<file path="src/rtl/amber128_pkg.sv">
// amber128 shared package: capability widths, register file geometry,
// and the capability spill engine state encoding.
package amber128_pkg;

    localparam int C_XLEN        = 128;
    localparam int CAP_REG_AW    = 5;
    localparam int CAP_REG_COUNT = 32;
    localparam int CAP_BYTES     = C_XLEN / 8;

    typedef enum logic [1:0] {
        IDLE = 2'd0,
        RUN  = 2'd1,
        DONE = 2'd2
    } cap_spill_state_e;

endpackage

</file>
<file path="src/rtl/amber128_cap_spill.sv">
// amber128_cap_spill: streams a contiguous range of capability registers
// to the store path as address/data beats with valid/ready backpressure.
//
// Ports:
//   clk_i, rst_i          clock, synchronous active-high reset
//   start_i               begin a spill (only honoured while idle)
//   first_reg_i/last_reg_i inclusive register range, sampled with start_i
//   base_addr_i           destination byte address (aligned down to 16 B)
//   busy_o, done_o        engine active / one-cycle completion pulse
//   cf_raddr_o/cf_rdata_i capability file read port (combinational data)
//   cf_we_o/cf_waddr_o/cf_wdata_o  capability file clear port
//   st_valid_o/st_ready_i/st_addr_o/st_data_o  store beat handshake
//
// Build option: define AMBER128_CAP_SPILL_CLEAR_EN to zero each register
// in the file as it is read out; otherwise the file is never written.
module amber128_cap_spill
    import amber128_pkg::*;
#(
    parameter int ADDR_W = 64
) (
    input  logic                  clk_i,
    input  logic                  rst_i,
    input  logic                  start_i,
    input  logic [CAP_REG_AW-1:0] first_reg_i,
    input  logic [CAP_REG_AW-1:0] last_reg_i,
    input  logic [ADDR_W-1:0]     base_addr_i,
    output logic                  busy_o,
    output logic                  done_o,
    output logic [CAP_REG_AW-1:0] cf_raddr_o,
    input  logic [C_XLEN-1:0]     cf_rdata_i,
    output logic                  cf_we_o,
    output logic [CAP_REG_AW-1:0] cf_waddr_o,
    output logic [C_XLEN-1:0]     cf_wdata_o,
    output logic                  st_valid_o,
    input  logic                  st_ready_i,
    output logic [ADDR_W-1:0]     st_addr_o,
    output logic [C_XLEN-1:0]     st_data_o
);

    localparam logic [1:0] ST_IDLE = IDLE;
    localparam logic [1:0] ST_RUN  = RUN;
    localparam logic [1:0] ST_DONE = DONE;

    logic [1:0]            state_q, state_d;
    logic [CAP_REG_AW-1:0] idx_q, idx_d;
    logic [CAP_REG_AW-1:0] last_q, last_d;
    logic [ADDR_W-1:0]     addr_q, addr_d;
    // Set once the final register of the range sits in the buffer.
    logic                  all_q, all_d;
    logic                  vld_q, vld_d;
    logic [ADDR_W-1:0]     saddr_q, saddr_d;
    logic [C_XLEN-1:0]     sdata_q, sdata_d;

    logic in_run;
    logic hs;
    logic load;

    // Alignment discards the low address bits.
    logic unused_addr_lo;
    assign unused_addr_lo = ^base_addr_i[3:0];

    assign in_run = (state_q == ST_RUN);
    assign hs     = vld_q & st_ready_i;
    // Skid buffer refills when empty or when its beat leaves this cycle.
    assign load   = in_run & ~all_q & (~vld_q | hs);

    always_comb begin
        state_d = state_q;
        idx_d   = idx_q;
        last_d  = last_q;
        addr_d  = addr_q;
        all_d   = all_q;
        vld_d   = vld_q;
        saddr_d = saddr_q;
        sdata_d = sdata_q;
        unique case (state_q)
            ST_IDLE: begin
                if (start_i) begin
                    idx_d  = first_reg_i;
                    last_d = last_reg_i;
                    addr_d = {base_addr_i[ADDR_W-1:4], 4'b0000};
                    all_d  = 1'b0;
                    if (first_reg_i > last_reg_i) begin
                        state_d = ST_DONE;
                    end else begin
                        state_d = ST_RUN;
                    end
                end
            end
            ST_RUN: begin
                if (load) begin
                    vld_d   = 1'b1;
                    saddr_d = addr_q;
                    sdata_d = cf_rdata_i;
                    addr_d  = addr_q + ADDR_W'(CAP_BYTES);
                    if (idx_q == last_q) begin
                        all_d = 1'b1;
                    end else begin
                        idx_d = idx_q + 1'b1;
                    end
                end else if (hs) begin
                    vld_d = 1'b0;
                end
                // No load once all_q is set, so this is the last beat.
                if (hs && all_q) begin
                    state_d = ST_DONE;
                end
            end
            ST_DONE: begin
                state_d = ST_IDLE;
            end
            default: begin
                state_d = ST_IDLE;
            end
        endcase
    end

    always_ff @(posedge clk_i) begin
        if (rst_i) begin
            state_q <= ST_IDLE;
            idx_q   <= '0;
            last_q  <= '0;
            addr_q  <= '0;
            all_q   <= 1'b0;
            vld_q   <= 1'b0;
            saddr_q <= '0;
            sdata_q <= '0;
        end else begin
            state_q <= state_d;
            idx_q   <= idx_d;
            last_q  <= last_d;
            addr_q  <= addr_d;
            all_q   <= all_d;
            vld_q   <= vld_d;
            saddr_q <= saddr_d;
            sdata_q <= sdata_d;
        end
    end

    assign busy_o     = (state_q != ST_IDLE);
    assign done_o     = (state_q == ST_DONE);
    assign cf_raddr_o = in_run ? idx_q : '0;
    assign cf_wdata_o = '0;
    assign st_valid_o = vld_q;
    assign st_addr_o  = saddr_q;
    assign st_data_o  = sdata_q;

`ifdef AMBER128_CAP_SPILL_CLEAR_EN
    assign cf_we_o    = load;
    assign cf_waddr_o = in_run ? idx_q : '0;
`else
    assign cf_we_o    = 1'b0;
    assign cf_waddr_o = '0;
`endif

endmodule

</file>
<file path="config.mk">
export PLATFORM = sky130hd
export DESIGN_NAME = amber128_cap_spill
export DESIGN_NICKNAME = d
export VERILOG_FILES = /design/src/rtl/amber128_pkg.sv /design/src/rtl/amber128_cap_spill.sv
export SDC_FILE = /design/constraint.sdc
export NUM_CORES = 1
export LEC_CHECK = 0
export ABC_AREA = 1
export ABC_CLOCK_PERIOD_IN_PS = 5100
export CORE_AREA = 2 2 211 213
export CTS_BUF_LIST = sky130_fd_sc_hd__clkbuf_8
export CTS_CLUSTER_DIAMETER = 120
export CTS_CLUSTER_SIZE = 24
export DETAILED_ROUTE_END_ITERATION = 12
export DIE_AREA = 0 0 213 215
export GPL_ROUTABILITY_DRIVEN = 0
export MAX_ROUTING_LAYER = met4
export PLACE_DENSITY = 0.67
export SETUP_SLACK_MARGIN = 0.15
export SYNTH_ARGS = -nofsm -noshare
export SYNTH_HDL_FRONTEND = slang
export SYNTH_SLANG_ARGS = --single-unit
</file>
<file path="constraint.sdc">
create_clock -name clk_i -period 5.1 [get_ports clk_i]
set_input_delay 1.02 -clock clk_i [delete_from_list [all_inputs] [get_ports clk_i]]
set_output_delay 1.02 -clock clk_i [all_outputs]
set_load 0.02 [all_outputs]
</file>
==> results of run 1 <==
==> area by class of cell <==
type | instances | share of cell area (%)
Antenna cell | 4 | 0.0591
Clock buffer | 16 | 1.30
Inverter | 94 | 2.11
Multi-Input combinational cell | 1460 | 37.2
Sequential cell | 262 | 31.0
Tap cell | 592 | 4.37
Timing Repair Buffer | 405 | 23.9
==> worst register-to-register path, delay by kind of cell, from the launching register on <==
kind            cells  cell delay (ns)
simple gates        5             1.04
flops               1             0.46
buf+inv             2             0.70
compound gates      2             0.39
==> logic make-up (layout without fill, tap and decap cells) <==
family,Yosys count,in the layout,synth area share [%]
buffers and inverters,328,515,14.1
AND/OR/NAND/NOR,909,909,28.1
adder cells (fa/ha/maj),7,7,0.681
flip-flops,262,262,40.8
XOR/XNOR,4,4,0.273
AO/OA/AOI/OAI,402,402,16.0
other,1,142,0.0292
==> layout by cell type (no fill, tap or decap), drive strengths merged <==
| cell | instances |
|---|---|
| nor2 | 518 |
| clkdlybuf4s50 | 396 |
| nand2 | 308 |
| o21ai | 268 |
| dfxtp | 262 |
| conb | 138 |
| a21oi | 115 |
| inv | 94 |
| nand3 | 56 |
| clkbuf | 16 |
| nand4 | 14 |
| nor3 | 10 |
| buf | 9 |
| o31ai | 7 |
| ha | 7 |
| diode | 4 |
| o211ai | 3 |
| o22ai | 2 |
| xor2 | 2 |
| xnor2 | 2 |
| a2bb2oi | 2 |
| a31oi | 2 |
| o21bai | 1 |
| or2 | 1 |
| and2 | 1 |
| nand3b | 1 |
| a22o | 1 |
| o311ai | 1 |
==> metal layers <==
layer | track usage, % | vias to the layer above
li1 | - | 6491
met1 | 23.1 | 6085
met2 | 33.7 | 535
met3 | 3.61 | 67
met4 | 5.83 | 0
met5 | - | -
==> state kept, by name (all words and copies together), names as in the netlist <==
name / count
idx_q: 5
st_addr_o: 60
st_data_o: 128
addr_q: 60
state_q: 2
all_q: 1
st_valid_o: 1
last_q: 5
==> metrics by stage <==
step | std cells | total power, uW | worst slack [ns] | util [%] | hold slack (ns)
final | 2833 | 5190 | 1.97 | 38.8 | 0.510
after CTS | 2829 | 5250 | 1.86 | 38.8 | 0.509
after global placement | 2813 | 4240 | 1.99 | 38.3 | 0.458
after global routing | 2833 | 5490 | 1.75 | 38.8 | 0.534
after floorplan | 2050 | 3570 | 2.93 | - | 0.445
after detailed placement | 2813 | 4270 | 1.89 | 38.3 | 0.489
==> worst min path at each step <==
stage                                 from                      to  slack, ns  cells past startpoint
finish              last_q[0]$_SDFFE_PP0P_  last_q[0]$_SDFFE_PP0P_       0.51                      2
global route         idx_q[4]$_SDFFE_PP0P_   idx_q[4]$_SDFFE_PP0P_       0.53                      2
CTS                 last_q[0]$_SDFFE_PP0P_  last_q[0]$_SDFFE_PP0P_       0.51                      2
detailed placement   idx_q[4]$_SDFFE_PP0P_   idx_q[4]$_SDFFE_PP0P_       0.49                      2
global placement    last_q[0]$_SDFFE_PP0P_  last_q[0]$_SDFFE_PP0P_       0.46                      2
floorplan           last_q[0]$_SDFFE_PP0P_  last_q[0]$_SDFFE_PP0P_       0.44                      2
==> power groups by stage <==
stage	Clock [uW]	Combinational (uW)	Sequential, uW
after detailed placement	0	1720	2550
after CTS	1020	1720	2510
after global placement	0	1700	2540
after floorplan	0	820	2750
after global routing	1080	1870	2550
final	969	1710	2510
==> metrics, run 1 <==
Comb pwr share=about 33%; Root Buffer=clkbuf_8; Area after DPL=0.0167 sq mm; reg2reg start=state_q[0]$_SDFFE_PP0P_; Detail Placement HPWL=approximately 33 mm; Setup Fix Bufs, Post-CTS=0; H-tree depth=1; Routed WL per cell=approximately 16 microns; core area=approximately 0.044 sq mm; Die W=about 210 microns; Unique masters post-synth=34; register area share after synthesis=between 40% and 50%; layout cells sized above 1=~2.0%; max-cap violation count=0; all-layer global routing usage=19.6%; vias=between 10k and 15k; DRC viols=0; actual transition at the worst max-transition pin=1.13 ns; Yosys top cell area share=between 40% and 50%; first-pass GRT wire length=between 60 and 70 mm; Switching Fraction=between 30% and 40%; initial core utilization=approximately 30%; unrepaired setup endpoints after global routing=false; crit-path max FO=11; drt via density=between 4 and 5; Crit Path Class=flop to output pin; Fin Clk Skew=between 0.02 and 0.025 ns; critical path arrival=2.11 ns; pwr/cell area=slightly above 300 mW/mm^2; die area=between 0.04 and 0.05 sq mm; GRT Residual Overflow=0; met3 WL=3.27 mm; I/O Buffers=~400; Multi-input gate area=about 0.0063 sq mm; NetSw=1890 uW; Post-CTS Resized=0; min cycle time layout=between 3 and 4 ns; Max transition margin=about a quarter; Setup crit end=cf_raddr_o[4]; worst setup path startpoint=state_q[0]$_SDFFE_PP0P_; worst reg2reg path depth=9; Post-CTS Hold Buffers=0; outcome=completed; max layer used=met4; largest net degree at the start of global routing=~220; Seq. cell area=roughly 0.0052 sq mm; WL met2=roughly 22 mm; Seq cells post-synth=262; leakage=0.00668 uW; vias in the first global route=12.6k; FMAX=between 300 and 400 MHz; num rows=slightly below 80; Most used DFF post-synth=dfxtp_1; CTS Sinks=~260; Antenna Nets Post-Route=0; initial antenna violation count=4; Final Hold Viols=0; CP Buf/Inv Count=1; Yosys warnings=0; worst min path class=flop to flop; Post-layout nets=~2.5k; Post-synth EDFFs=0; CTS Buf Count=14; reg-to-reg endpoint=addr_q[36]$_SDFFE_PP0P_; Final Cell Area=about 0.017 sq mm; Mean Syn Cell Area=between 6 and 7 sq um; most common library cells after synthesis=nor2_1 (506), nand2_1 (307), o21ai_0 (267); CP required=just over 4 ns; Slowest-stage cell, CP=clkdlybuf4s50_1; Post-synth ARST share=0%; cell count after synthesis=1913; Setup violations, final=0; Die Y=~220 microns; Area growth syn-to-layout=31.8%; CTS tree=yes; CP startpoint kind=flop; Crit path max-delay family=buffers and inverters; Ports=540; flop2flop setup slack=about 2.5 ns; clk_lat worst skew=about 0.57 ns; setup_tns=0 ns; FILL cells=~4.6k; top cell type by total area after synthesis=dfxtp_1; largest cells by area after synthesis=dfxtp_1 (41%), nor2_1 (15%), o21ai_0 (10%); met1 wire length=~19 mm; slowest stage delay, CP=about 0.67 ns; Post-Syn Area=about 0.013 sq mm; Tcrit/Tclk final=approximately three fifths; fin. max-slew vios=0; DRT Pass-1 Iters=7; sequential share of power=about half; CP Cell Sequence=nand2_2, nor2_1, clkdlybuf4s50_1; most common cell in the netlist=nor2_1; initial drt markers=approximately 830; Peak VDD IR=~0.26 mV; Clock transition at path regs=about 0.14 ns; cell count along the critical path=3; final WL=about 45 mm; internal power=3300 uW; Clk network pwr share=18.7%; Worst setup EP type=output pin; clk buf depth=3
No activity file was read; power rests on OpenSTA's default activity.
==> run 2, diff against run 1 <==
- ABC_CLOCK_PERIOD_IN_PS: 5100 -> 3000
- CORE_AREA: 2 2 211 213 -> 2 2 208 210
- DIE_AREA: 0 0 213 215 -> 0 0 210 212
- PLACE_DENSITY: 0.67 -> 0.68
- clock period: 5.1 -> 3 ns (I/O delays scaled with it)
==> run 2 against run 1 <==
Effect of this change:
- combinational power is 73% higher
- clock power grew 66%
- register-to-register slack got worse by 1.7 ns
- largest power group unchanged
- critical endpoint unchanged
==> metrics, run 2 (synthesis results as in run 1) <==
Final Cell Area=around 0.017 sq mm; clk_lat worst skew=between 0.5 and 0.6 ns; Clock transition at path regs=~0.16 ns; Post-layout nets=2457; Die W=roughly 210 microns; min cycle time layout=between 2 and 3 ns; worst min path class=primary input to flop; Switching Fraction=36.4%; Worst Hold Launch=rst_i; Post-CTS Hold Buffers=0; outcome=completed; die area=between 0.04 and 0.05 sq mm; reg-to-reg endpoint=addr_q[31]$_SDFFE_PP0P_; GRT Residual Overflow=0; CP Cell Sequence=nand2_2, nor2_1, clkdlybuf4s50_1; actual transition at the worst max-transition pin=0.742 ns; Crit path max-delay family=buffers and inverters; unrepaired setup endpoints after global routing=false; flop2flop setup slack=~0.76 ns; NetSw=roughly 3200 uW; Peak VDD IR=0.417 mV; Tcrit/Tclk final=88.7%; CP required=approximately 2.4 ns; all-layer global routing usage=between 10% and 20%; initial antenna violation count=5; CP Buf/Inv Count=1; leakage=a little under 0.007 uW; fin. max-slew vios=0; crit-path max FO=9; Comb pwr share=roughly 34%; sequential share of power=roughly half; FILL cells=around 4.4k; Fin Clk Skew=0.0567 ns; I/O Buffers=roughly 400; most frequent cells in the layout=nor2_1 (506), clkdlybuf4s50_1 (395), nand2_1 (306), o21ai_0 (267), dfxtp_1 (262); first-pass GRT wire length=69.2 mm; Worst Hold Depth=4; Area after DPL=0.0168 sq mm; CTS Buf Count=14; H-tree depth=1; core area=~0.043 sq mm; internal power=~5600 uW; total power=~8800 uW; max-cap violation count=0; DRC viols=0; worst reg2reg path depth=10; Max transition margin=50.5%; FMAX=376 MHz; most common cell after layout, fill and taps aside=nor2_1; Area growth syn-to-layout=32.2%; CP startpoint kind=flop; Root Buffer=clkbuf_8; Die Y=about 210 microns; largest net degree at the start of global routing=115; Worst Hold Path EP=st_addr_o[60]$_SDFFE_PP0P_; Worst setup EP type=output pin; reg2reg start=state_q[1]$_SDFFE_PP0P_; Slowest-stage cell, CP=clkdlybuf4s50_1; DRT Pass-1 Iters=7; final WL=between 40 and 50 mm; drt via density=~4.8; cell count along the critical path=3; pwr/cell area=~520 mW/mm^2; clk buf depth=3; Detail Placement HPWL=approximately 34 mm; initial core utilization=30.2%; Clk network pwr share=between 10% and 20%; num rows=76; Final Hold Viols=0; Routed WL per cell=16.2 microns; slowest stage delay, CP=0.67 ns; initial drt markers=approximately 1.0k; vias=approximately 13k; setup_tns=0 ns; layout cells sized above 1=about 2.2%; vias in the first global route=12.6k; Setup violations, final=0; CTS Sinks=262; number of flip-flops under the largest register name=~130; critical path arrival=2.06 ns; Crit Path Class=flop to output pin; Ports=540; CTS tree=yes; Antenna Nets Post-Route=0
## run 2: changes by cell type in the layout (fill, tap and decap cells not counted), sizes merged
cell / previous run / this run
buf: 9 / 16
clkbuf: 16 / 15
clkdlybuf4s50: 396 / 395
diode: 4 / 5
dlymetal6s2s: 0 / 1
inv: 94 / 96
## run 2: power groups by stage
| stage | registers [uW] | clock network, uW | logic, uW |
|---|---|---|---|
| after global routing | 4340 | 1780 | 3230 |
| after CTS | 4270 | 1680 | 2980 |
| after floorplan | 4670 | 0 | 1390 |
| after detailed placement | 4340 | 0 | 2970 |
| after global placement | 4320 | 0 | 2940 |
| final | 4270 | 1610 | 2960 |
## run 2: stage by stage
| stage | setup WS [ns] | instances | hold WS, ns | util, % |
|---|---|---|---|---|
| finish | 0.340 | 2796 | 0.455 | 40.0 |
| global route | 0.196 | 2796 | 0.455 | 40.0 |
| CTS | 0.229 | 2791 | 0.419 | 39.9 |
| detailed placement | 0.643 | 2774 | 0.476 | 39.4 |
| global placement | 0.655 | 2774 | 0.460 | 39.4 |
| floorplan | 1.25 | 2050 | 0.445 | - |
## run 2: repair_timing
item,CTS,global route
hold endpoints to repair,0,0
setup endpoints to repair,0,1
resized for setup,0,1
buffers inserted,0,0
## run 2: area by class of cell
cell class | instances | area, sq um | share of cell area [%]
multi-input combinational | 1460 | 6310 | 37.1
tap | 546 | 683 | 4.02
inverter | 94 | 358 | 2.11
antenna | 5 | 12.5 | 0.0736
sequential | 262 | 5250 | 30.9
timing repair buffer | 412 | 4170 | 24.5
clock buffer | 15 | 206 | 1.21
clock inverter | 2 | 7.51 | 0.0442
## run 2: layer usage
layer  vias up  track usage, %  wire length [microns]
li1       6502               -                      -
met1      6142            23.7                  18500
met2       588            33.7                  22000
met3        90            3.87                   3350
met4         0            7.51                   1480
met5         -               -                      0
## run 2: how the worst max path moves through the flow
stage / start / end / slack, ns
after floorplan: state_q[0]$_SDFFE_PP0P_ / cf_raddr_o[1] / 1.25
after global placement: st_ready_i / idx_q[4]$_SDFFE_PP0P_ / 0.65
after detailed placement: st_ready_i / idx_q[3]$_SDFFE_PP0P_ / 0.64
after CTS: state_q[0]$_SDFFE_PP0P_ / cf_raddr_o[0] / 0.23
after global routing: state_q[0]$_SDFFE_PP0P_ / cf_raddr_o[1] / 0.20
final: state_q[0]$_SDFFE_PP0P_ / cf_raddr_o[4] / 0.34
## run 2: tightest hold or removal path: cells and delay by family
family	cells	cell delay, ns
buf+inv	2	0.25
compound gates	2	0.15
==> run 3, diff against run 2 <==
- HOLD_SLACK_MARGIN: unset -> 0.06
==> results of run 3 <==
The final DEF is identical to that of run 2; final timing and power are the same.
